$ cat src/rtl/instr_encoder.sv
// instr_encoder: packs opcode plus register or immediate fields into
// instruction words and streams them into instruction memory.
// A small FIFO decouples field input from memory write backpressure.
// A sequencer tracks the load address, counts the words written and
// signals the end of each load session.
// Optional build macro ENC_HALT_EN: append HaltWord after the last
// program word.
module instr_encoder #(
  parameter int opwidth  = 3,
  parameter int regwidth = 3,
  parameter int AddrW    = 8,
  parameter int Depth    = 4,   // power of 2, at least 2
  parameter logic [opwidth+2*regwidth-1:0] HaltWord = 9'h1FF
) (
  input  logic                            Clk,
  input  logic                            Reset,
  input  logic                            start,
  input  logic [AddrW-1:0]                base_addr,
  input  logic                            in_valid,
  output logic                            in_ready,
  input  logic                            fmt,
  input  logic [opwidth-1:0]              opcode,
  input  logic [regwidth-1:0]             reg1,
  input  logic [regwidth-1:0]             reg2,
  input  logic [2*regwidth-1:0]           imm,
  input  logic                            last,
  input  logic                            mem_stall,
  output logic                            mem_we,
  output logic [AddrW-1:0]                mem_addr,
  output logic [opwidth+2*regwidth-1:0]   mem_wdata,
  output logic                            busy,
  output logic                            done,
  output logic [AddrW:0]                  count,
  output logic                            overflow
);

  localparam int InstrW = opwidth + 2*regwidth;
  localparam int PtrW   = $clog2(Depth);

  localparam logic [2:0] ST_IDLE  = 3'd0;
  localparam logic [2:0] ST_LOAD  = 3'd1;
  localparam logic [2:0] ST_DRAIN = 3'd2;
`ifdef ENC_HALT_EN
  localparam logic [2:0] ST_HALT  = 3'd3;
`endif
  localparam logic [2:0] ST_DONE  = 3'd4;

  logic [2:0]        state_q, state_d;
  logic [AddrW-1:0]  addr_q, addr_d;
  logic [AddrW:0]    count_q, count_d;
  logic              overflow_q, overflow_d;
  // Set once the top address has been written; later words are dropped.
  logic              exhausted_q, exhausted_d;
  logic              mem_we_q, mem_we_d;
  logic [AddrW-1:0]  mem_addr_q, mem_addr_d;
  logic [InstrW-1:0] mem_wdata_q, mem_wdata_d;
  logic [PtrW:0]     wr_ptr_q, wr_ptr_d;
  logic [PtrW:0]     rd_ptr_q, rd_ptr_d;
  logic [InstrW-1:0] fifo_mem_q [Depth];
`ifdef ENC_HALT_EN
  logic              halt_sent_q, halt_sent_d;
`endif

  logic [InstrW-1:0] enc_word;
  logic [InstrW-1:0] head_word;
  logic [InstrW-1:0] issue_word;
  logic              fifo_empty;
  logic              fifo_full;
  logic              push;
  logic              pop;
  logic              write_active;
  logic              halt_issue;
  logic              issue;

  // Encode the incoming bundle; the opcode always takes the MSBs.
  always_comb begin
    enc_word = fmt ? {opcode, imm} : {opcode, reg1, reg2};
  end

  // FIFO status, handshake and write-side activity.
  always_comb begin
    fifo_empty = (wr_ptr_q == rd_ptr_q);
    fifo_full  = (wr_ptr_q[PtrW] != rd_ptr_q[PtrW]) &&
                 (wr_ptr_q[PtrW-1:0] == rd_ptr_q[PtrW-1:0]);
    in_ready   = (state_q == ST_LOAD) && !fifo_full;
    push       = in_valid && in_ready;
`ifdef ENC_HALT_EN
    write_active = (state_q == ST_LOAD) || (state_q == ST_DRAIN) ||
                   (state_q == ST_HALT);
    halt_issue   = (state_q == ST_HALT) && !halt_sent_q && !mem_stall;
`else
    write_active = (state_q == ST_LOAD) || (state_q == ST_DRAIN);
    halt_issue   = 1'b0;
`endif
    pop        = write_active && !fifo_empty && !mem_stall;
    head_word  = fifo_mem_q[rd_ptr_q[PtrW-1:0]];
    issue      = pop || halt_issue;
    issue_word = halt_issue ? HaltWord : head_word;
  end

  // FIFO pointer updates; push and pop may coincide.
  always_comb begin
    wr_ptr_d = wr_ptr_q;
    rd_ptr_d = rd_ptr_q;
    if (push) begin
      wr_ptr_d = wr_ptr_q + 1'b1;
    end
    if (pop) begin
      rd_ptr_d = rd_ptr_q + 1'b1;
    end
  end

  // FIFO storage: plain array, no reset, so it can map to distributed RAM.
  always_ff @(posedge Clk) begin
    if (push) begin
      fifo_mem_q[wr_ptr_q[PtrW-1:0]] <= enc_word;
    end
  end

  // Session sequencer plus the registered memory write port.
  always_comb begin
    state_d     = state_q;
    addr_d      = addr_q;
    count_d     = count_q;
    overflow_d  = overflow_q;
    exhausted_d = exhausted_q;
    mem_we_d    = 1'b0;
    mem_addr_d  = mem_addr_q;
    mem_wdata_d = mem_wdata_q;
`ifdef ENC_HALT_EN
    halt_sent_d = halt_sent_q;
    if (halt_issue) begin
      halt_sent_d = 1'b1;
    end
`endif

    // A word leaving the FIFO (or the halt word) is written one cycle
    // later, unless the address space is already used up.
    if (issue) begin
      if (exhausted_q) begin
        overflow_d = 1'b1;
      end else begin
        mem_we_d    = 1'b1;
        mem_addr_d  = addr_q;
        mem_wdata_d = issue_word;
        addr_d      = addr_q + 1'b1;
        count_d     = count_q + 1'b1;
        if (addr_q == {AddrW{1'b1}}) begin
          exhausted_d = 1'b1;
        end
      end
    end

    case (state_q)
      ST_IDLE: begin
        if (start) begin
          state_d     = ST_LOAD;
          addr_d      = base_addr;
          count_d     = '0;
          overflow_d  = 1'b0;
          exhausted_d = 1'b0;
`ifdef ENC_HALT_EN
          halt_sent_d = 1'b0;
`endif
        end
      end
      ST_LOAD: begin
        if (push && last) begin
          state_d = ST_DRAIN;
        end
      end
      ST_DRAIN: begin
        // Leave only once the last program word has left the write port.
        if (fifo_empty && !mem_we_q) begin
`ifdef ENC_HALT_EN
          state_d = ST_HALT;
`else
          state_d = ST_DONE;
`endif
        end
      end
`ifdef ENC_HALT_EN
      ST_HALT: begin
        if (halt_sent_q && !mem_we_q) begin
          state_d = ST_DONE;
        end
      end
`endif
      ST_DONE: begin
        state_d = ST_IDLE;
      end
      default: begin
        state_d = ST_IDLE;
      end
    endcase
  end

  // State registers with synchronous reset; reset also kills any
  // write that was about to appear on the memory port.
  always_ff @(posedge Clk) begin
    if (Reset) begin
      state_q     <= ST_IDLE;
      addr_q      <= '0;
      count_q     <= '0;
      overflow_q  <= 1'b0;
      exhausted_q <= 1'b0;
      mem_we_q    <= 1'b0;
      mem_addr_q  <= '0;
      mem_wdata_q <= '0;
      wr_ptr_q    <= '0;
      rd_ptr_q    <= '0;
`ifdef ENC_HALT_EN
      halt_sent_q <= 1'b0;
`endif
    end else begin
      state_q     <= state_d;
      addr_q      <= addr_d;
      count_q     <= count_d;
      overflow_q  <= overflow_d;
      exhausted_q <= exhausted_d;
      mem_we_q    <= mem_we_d;
      mem_addr_q  <= mem_addr_d;
      mem_wdata_q <= mem_wdata_d;
      wr_ptr_q    <= wr_ptr_d;
      rd_ptr_q    <= rd_ptr_d;
`ifdef ENC_HALT_EN
      halt_sent_q <= halt_sent_d;
`endif
    end
  end

  // Output mapping.
  always_comb begin
    mem_we    = mem_we_q;
    mem_addr  = mem_addr_q;
    mem_wdata = mem_wdata_q;
    count     = count_q;
    overflow  = overflow_q;
    busy      = (state_q != ST_IDLE);
    done      = (state_q == ST_DONE);
  end

endmodule

$ cat config.mk
export PLATFORM = sky130hd
export DESIGN_NAME = instr_encoder
export DESIGN_NICKNAME = d
export VERILOG_FILES = /design/src/rtl/instr_encoder.sv
export SDC_FILE = /design/constraint.sdc
export NUM_CORES = 1
export LEC_CHECK = 0
export CORE_MARGIN = 4
export CORE_UTILIZATION = 53
export DETAILED_ROUTE_END_ITERATION = 8
export GPL_TIMING_DRIVEN = 1
export PLACE_DENSITY = 0.84
export SETUP_SLACK_MARGIN = 0.1
export SYNTH_ARGS = -nofsm -noshare
export SYNTH_HDL_FRONTEND = slang
export SYNTH_SLANG_ARGS = --single-unit
$ cat constraint.sdc
create_clock -name Clk -period 2.6 [get_ports Clk]
set_input_delay 0.78 -clock Clk [delete_from_list [all_inputs] [get_ports Clk]]
set_output_delay 0.78 -clock Clk [all_outputs]
set_load 0.1 [all_outputs]
* Word level (Yosys, flattened, before mapping)
Memory sizes are Yosys's and may differ from the RTL's. A register that Yosys moved wholly into a read port is not among the register bits.
Cells that the tools add are included.
** Cells by class
- Add/sub/neg operators :: 4
- Equality and inequality tests :: 10
- Muxes and demuxes :: 25
- Bitwise operators :: 2
- Reduce and logical (&&, ||, !) cells :: 17
** Operators by type and width (number)
- $mux W9 :: 4
- $mux W8 :: 4
- $mux W1 :: 12
- $add A9 B1 Y9 const B :: 1
- $mux W3 :: 3
- $pmux W3 S3 :: 1
- $add A8 B1 Y8 const B :: 1
- $eq A8 B8 Y1 const B :: 1
- $logic_and A1 B1 Y1 :: 7
- $add A3 B1 Y3 const B :: 2
- $mux W6 :: 1
- $logic_not A1 Y1 :: 4
- $ne A2 B1 Y1 const B :: 2
- $eq A3 B1 Y1 const B :: 1
- $eq A3 B2 Y1 const B :: 1
- $eq A3 B3 Y1 :: 1
- $eq A3 B3 Y1 const B :: 1
- $logic_not A3 Y1 :: 1
- $reduce_and A3 Y1 :: 1
- $reduce_bool A3 Y1 :: 1
- $eq A2 B2 Y1 :: 1
- $ne A2 B2 Y1 const B :: 1
- $not A1 Y1 :: 2
- $reduce_and A2 Y1 :: 1
- other kinds (3) :: 3
** Storage, ports and cells
- Flip-flop bits (word level) :: 37
- Bits in writable memories :: 36
- Bits of input ports :: 30
- Output and inout bits :: 31
- Logic and storage cells :: 68
- Memories kept :: 1
** Memories
- fifo_mem_q :: depth 4, bits a word 9, rd ports 1, clocked after Yosys merged registers in 1, wr ports 1, RTL line 59 : logic [InstrW-1:0] fifo_mem_q [Depth];

* Logic depth before layout (Yosys ltp)
- Depth after elaboration :: 8
- Mapped depth :: 8

* Worst setup path before layout
No wires, ideal clock.
- Kind :: register to output
- From :: register state_q[0]
- To :: output port done
- Data arrival time :: 2642 ps
- Required time :: 1820 ps
- Path slack :: -822 ps
- Cell stages (with the launch flop) :: 3
- Path through :: dfxtp_1 -> buf_2 -> nor3b_1
** Between the ends
- Longest elaborated chain between the ends :: 1
** Ends and longest elaborated chain
- start, declared :: RTL line 48 : logic [2:0] state_q, state_d;
- start signal, assigned :: RTL line 216 : state_q <= state_d;
- $eq A3 B3 Y1 :: RTL line 240 : done = (state_q == ST_DONE);
- end, declared :: RTL line 32 : output logic done,
Every way passes these cells.

* Worst setup path after layout
- From :: register state_q[0]
- To :: output port in_ready
** Between the ends
- Longest elaborated chain between the ends :: 2
** Ends and longest elaborated chain
- $eq A3 B1 Y1 :: RTL line 85 : in_ready = (state_q == ST_LOAD) && !fifo_full;
- $logic_and A1 B1 Y1 :: RTL line 85
- end, declared :: RTL line 20 : output logic in_ready,
Every way passes these cells.

==> summary.md <==
Once routing completed, OpenROAD measured the worst setup slack at 0.215 ns. The tightest hold path in the finished design has a slack of 0.482 ns. The logs give 0 for the total DRC errors in the routed layout and 2,767 for the count of vias placed by the detailed router. The nature of the critical path startpoint was a flop. The maximum buffer depth of the clock tree is 2, and the fraction of layout cells with a size suffix above 1 is 22.7%. Dividing the detail-routed wire length by the instance count gives 17.2 µm. In this run the number of cells on the critical path is 3. In this run the remaining antenna-violating nets after routing total 0.

For the total nets after synthesis, the log shows 352. In this run the critical register-to-register path is captured at count[8]$_SDFF_PP0_. The tools report the net count of the finished layout as 416.

Worst supply voltage drop on vdd: 0.383 mV. The run gives 0 as the final hold violation count. The run gives 35 as the maximum number of pins on one net before global-route repair. The clock-pin slew of the registers on the worst-case setup and hold paths was 0.09 ns. During I/O placement, the number of pins put on the boundary was 61. The biggest fanout along the worst timing path was 9; the antenna diode count was 0.

The cell area after synthesis came out at 0.00356 mm². The final clock skew is 0.00816 ns. The worst hold path belongs to the class flop to flop. Power comes to 2.57 mW. Data on the critical path arrives at its endpoint at 1.60 ns. In the final layout, flip-flops and latches occupy 0.00200 mm².

The most critical setup path has its endpoint at in_ready. The core region area is 0.00642 mm², and the die width is 89.9 µm. The filler cell count in the final layout came out at 477. For the post-CTS setup repair buffer count, the log shows 0.

Max-cap violations in this run came to 0. The tools report the max-slew violation count as 0. Measured against its own limit, the worst slew margin works out to 60.9%.

The synthesized netlist contains 43 unique library cells. Gates resized during post-CTS repair numbered 2. The largest individual stage delay along the critical path comes from the cell sky130_fd_sc_hd__or3b_4. Measured along the y axis, the die boundary spans 89.9 µm. The mean cell area of the mapped netlist is 11.3 µm². Relative to the synthesized area, the layout overhead comes to 25.7%.

In this design, the stage delay of the slowest critical-path cell is 0.44 ns. The number of cells on the worst reg-to-reg path is 5. The number of violations reported at the end of detailed-routing iteration 0 was 216; the area taken by multi-input logic gates was 0.00147 mm². Traced cell by cell, the critical path runs through or3b_4, a31oi_4, buf_12. For this design, the CTS-stage hold fixing added 0 buffers.

Counting flops with a built-in enable in the synthesized netlist gives 36. Counting flops with an async set or reset pin after synthesis yields a share of 0%. The via count of the first global-routing pass came out at 2,794. Setup total negative slack on the finished layout was measured at 0 ns.

At the pin with the least slew margin, the transition time is 0.586 ns. Number of buffers created by CTS: 9. For the finished layout, the period the worst path requires is 2.38 ns. Before antenna repair, the detailed router went through 4 iterations. Port buffering added 60 buffers. The run finished with clean final reports. The critical path class was flop to output port.

The congestion estimate from routability-driven global placement came to 0.780. Timing would allow up to 419 MHz. The tools report the starting density of the core as 55.4%. Once detailed placement completed, the half-perimeter wirelength came to 5480 µm. Leaving out fill and tap cells, the most frequent cells in the layout are sky130_fd_sc_hd__dfxtp_1 (45), sky130_fd_sc_hd__buf_4 (44), sky130_fd_sc_hd__edfxtp_1 (36). STA classifies the critical path endpoint as an output port.

The run gives 0.00809 mm² as the floorplan die area. The sum of overflow across all layers after global routing came out at 0. At the worst endpoint, the required time is 1.82 ns. TritonCTS built the clock tree.

The tools report the sink count of the clock tree as 82. The register area share after synthesis is 56.3%, and the total of warnings raised by yosys is 0. Row generation in the floorplan step produced 29 rows. The number of buffers and inverters on the critical path came out at 1. The tools report the latest clock arrival within the worst-skew pair as 0.35 ns. For this run, the leading register cell type out of synthesis is sky130_fd_sc_hd__dfxtp_1. The first global-routing pass estimated 13,400 µm of wire. The routed design has 7920 µm of wire. The number of antenna violations at the first check in global routing is 0. The tools report the number of levels in the clock H-tree as 3.

Among cell families on the critical path, the largest total delay comes from simple AND/OR/NAND/NOR gates. In this run the clock root is driven by a sky130_fd_sc_hd__clkbuf_8. Setup violations remaining at the end of the flow were counted as 0.

The launch point of the worst path is state_q[0]$_SDFFE_PP0P_. The share of the cycle needed by the critical path after routing is 91.7%. The leading cell type in the layout, fill and taps excluded is sky130_fd_sc_hd__dfxtp_1.

Counting every instance in the synthesized netlist gives 315. Setup repair after global routing left no endpoint under its margin. Dividing total power by cell area gives a power density of 574 mW/mm². Counting flops and latches in the post-synthesis netlist gives 82. The worst register-to-register path begins at wr_ptr_q[0]$_SDFFE_PP0P_. Across every metal layer, demand over resource in global routing totals 20.1%. The leakage dissipation was 1.58 nW; the reg2reg setup slack was 0.59 ns.

Before CTS, the worst setup slack after placement is 0.0313 ns. Dividing the detail-routed via count by the number of cells gives 6.00.
-- metrics by stage --
step | instance area, µm² | std cells | utilization, %
floorplan | 3580 | 315 | -
global placement | 4280 | 445 | 66.6
detailed placement | 4280 | 445 | 66.6
CTS | 4470 | 461 | 69.7
global route | 4470 | 461 | 69.7
finish | 4470 | 461 | 69.7
-- final cells by class --
cell class	count	area share (%)
inverter	8	0.671
sequential	82	44.8
timing repair buffer	76	15.2
tap	77	2.15
clock inverter	7	1.54
multi-input combinational	202	32.9
clock buffer	9	2.77
-- registers in the layout, summed over array words and instances (netlist names), 3 cells and up --
register    cells
addr_q          8
fifo_mem_q     36
mem_addr        8
rd_ptr_q        3
mem_wdata       9
state_q         3
wr_ptr_q        3
count           9
-- cells in the mapped netlist, types with 3 or more instances --
library cell | n | area (µm²)
sky130_fd_sc_hd__nor2_1 | 21 | 78.8
sky130_fd_sc_hd__mux2_2 | 6 | 67.6
sky130_fd_sc_hd__buf_2 | 4 | 20.0
sky130_fd_sc_hd__nor3_1 | 3 | 15.0
sky130_fd_sc_hd__a31oi_1 | 3 | 18.8
sky130_fd_sc_hd__or3_1 | 6 | 37.5
sky130_fd_sc_hd__and4_1 | 3 | 26.3
sky130_fd_sc_hd__xor2_1 | 3 | 26.3
sky130_fd_sc_hd__or4_1 | 9 | 67.6
sky130_fd_sc_hd__inv_1 | 8 | 30.0
sky130_fd_sc_hd__a21oi_1 | 31 | 155
sky130_fd_sc_hd__nand3_1 | 27 | 135
sky130_fd_sc_hd__o31ai_1 | 9 | 67.6
sky130_fd_sc_hd__a311oi_1 | 3 | 26.3
sky130_fd_sc_hd__xnor2_1 | 5 | 43.8
sky130_fd_sc_hd__clkbuf_1 | 17 | 63.8
sky130_fd_sc_hd__edfxtp_1 | 36 | 1080
sky130_fd_sc_hd__ha_1 | 7 | 87.6
sky130_fd_sc_hd__nand2_1 | 6 | 22.5
sky130_fd_sc_hd__dfxtp_1 | 46 | 921
sky130_fd_sc_hd__and2_1 | 3 | 18.8
sky130_fd_sc_hd__mux4_2 | 9 | 203
sky130_fd_sc_hd__o21ai_0 | 24 | 120
sky130_fd_sc_hd__and3_1 | 4 | 25.0
-- where the power goes --
part,total [mW],internal [mW],switching [mW]
clock network,0.895,0.377,0.518
registers,1.40,1.37,0.0298
logic,0.270,0.117,0.154
-- cell families (layout without fill, tap and decap cells) --
family | Yosys count | in the layout | synth area share, %
simple gates | 91 | 91 | 14.1
flops | 82 | 82 | 56.3
compound gates | 79 | 79 | 13.3
buf+inv | 31 | 100 | 3.52
mux | 16 | 16 | 7.88
xor+xnor | 9 | 9 | 2.43
fa+ha+maj | 7 | 7 | 2.46
-- layer usage --
metal  share of wire [%]  routed length (µm)  track usage, %  vias to the layer above
met1                  41                3230            24.7                     1326
met3                 6.5                 516            4.42                       17
met5                   0                   0               0                        -
met2                  51                4020            34.3                      102
met4                 2.0                 159            8.42                        0
li1                    -                   -               -                     1322
-- worst reg2reg max path: cells and delay by family, from the launching register on --
| family | cells | cell delay [ns] |
|---|---|---|
| compound gates | 2 | 0.36 |
| xor+xnor | 1 | 0.40 |
| buf+inv | 1 | 0.22 |
| flops | 1 | 0.48 |
| simple gates | 1 | 0.51 |
-- worst min path at each step --
stage,end,startpoint,cells after the start,slack (ns)
after floorplan,mem_addr[7]$_SDFFE_PP0P_,addr_q[7]$_SDFF_PP0_,2,0.46
after global placement,overflow$_SDFF_PP0_,overflow$_SDFF_PP0_,2,0.46
after global routing,mem_addr[1]$_SDFFE_PP0P_,mem_addr[1]$_SDFFE_PP0P_,2,0.50
final,mem_wdata[7]$_SDFFE_PP0P_,mem_wdata[7]$_SDFFE_PP0P_,2,0.48
after CTS,mem_addr[1]$_SDFFE_PP0P_,mem_addr[1]$_SDFFE_PP0P_,2,0.48
after detailed placement,mem_addr[1]$_SDFFE_PP0P_,mem_addr[1]$_SDFFE_PP0P_,2,0.47
Note: power is estimated with default switching activity, not from simulation.
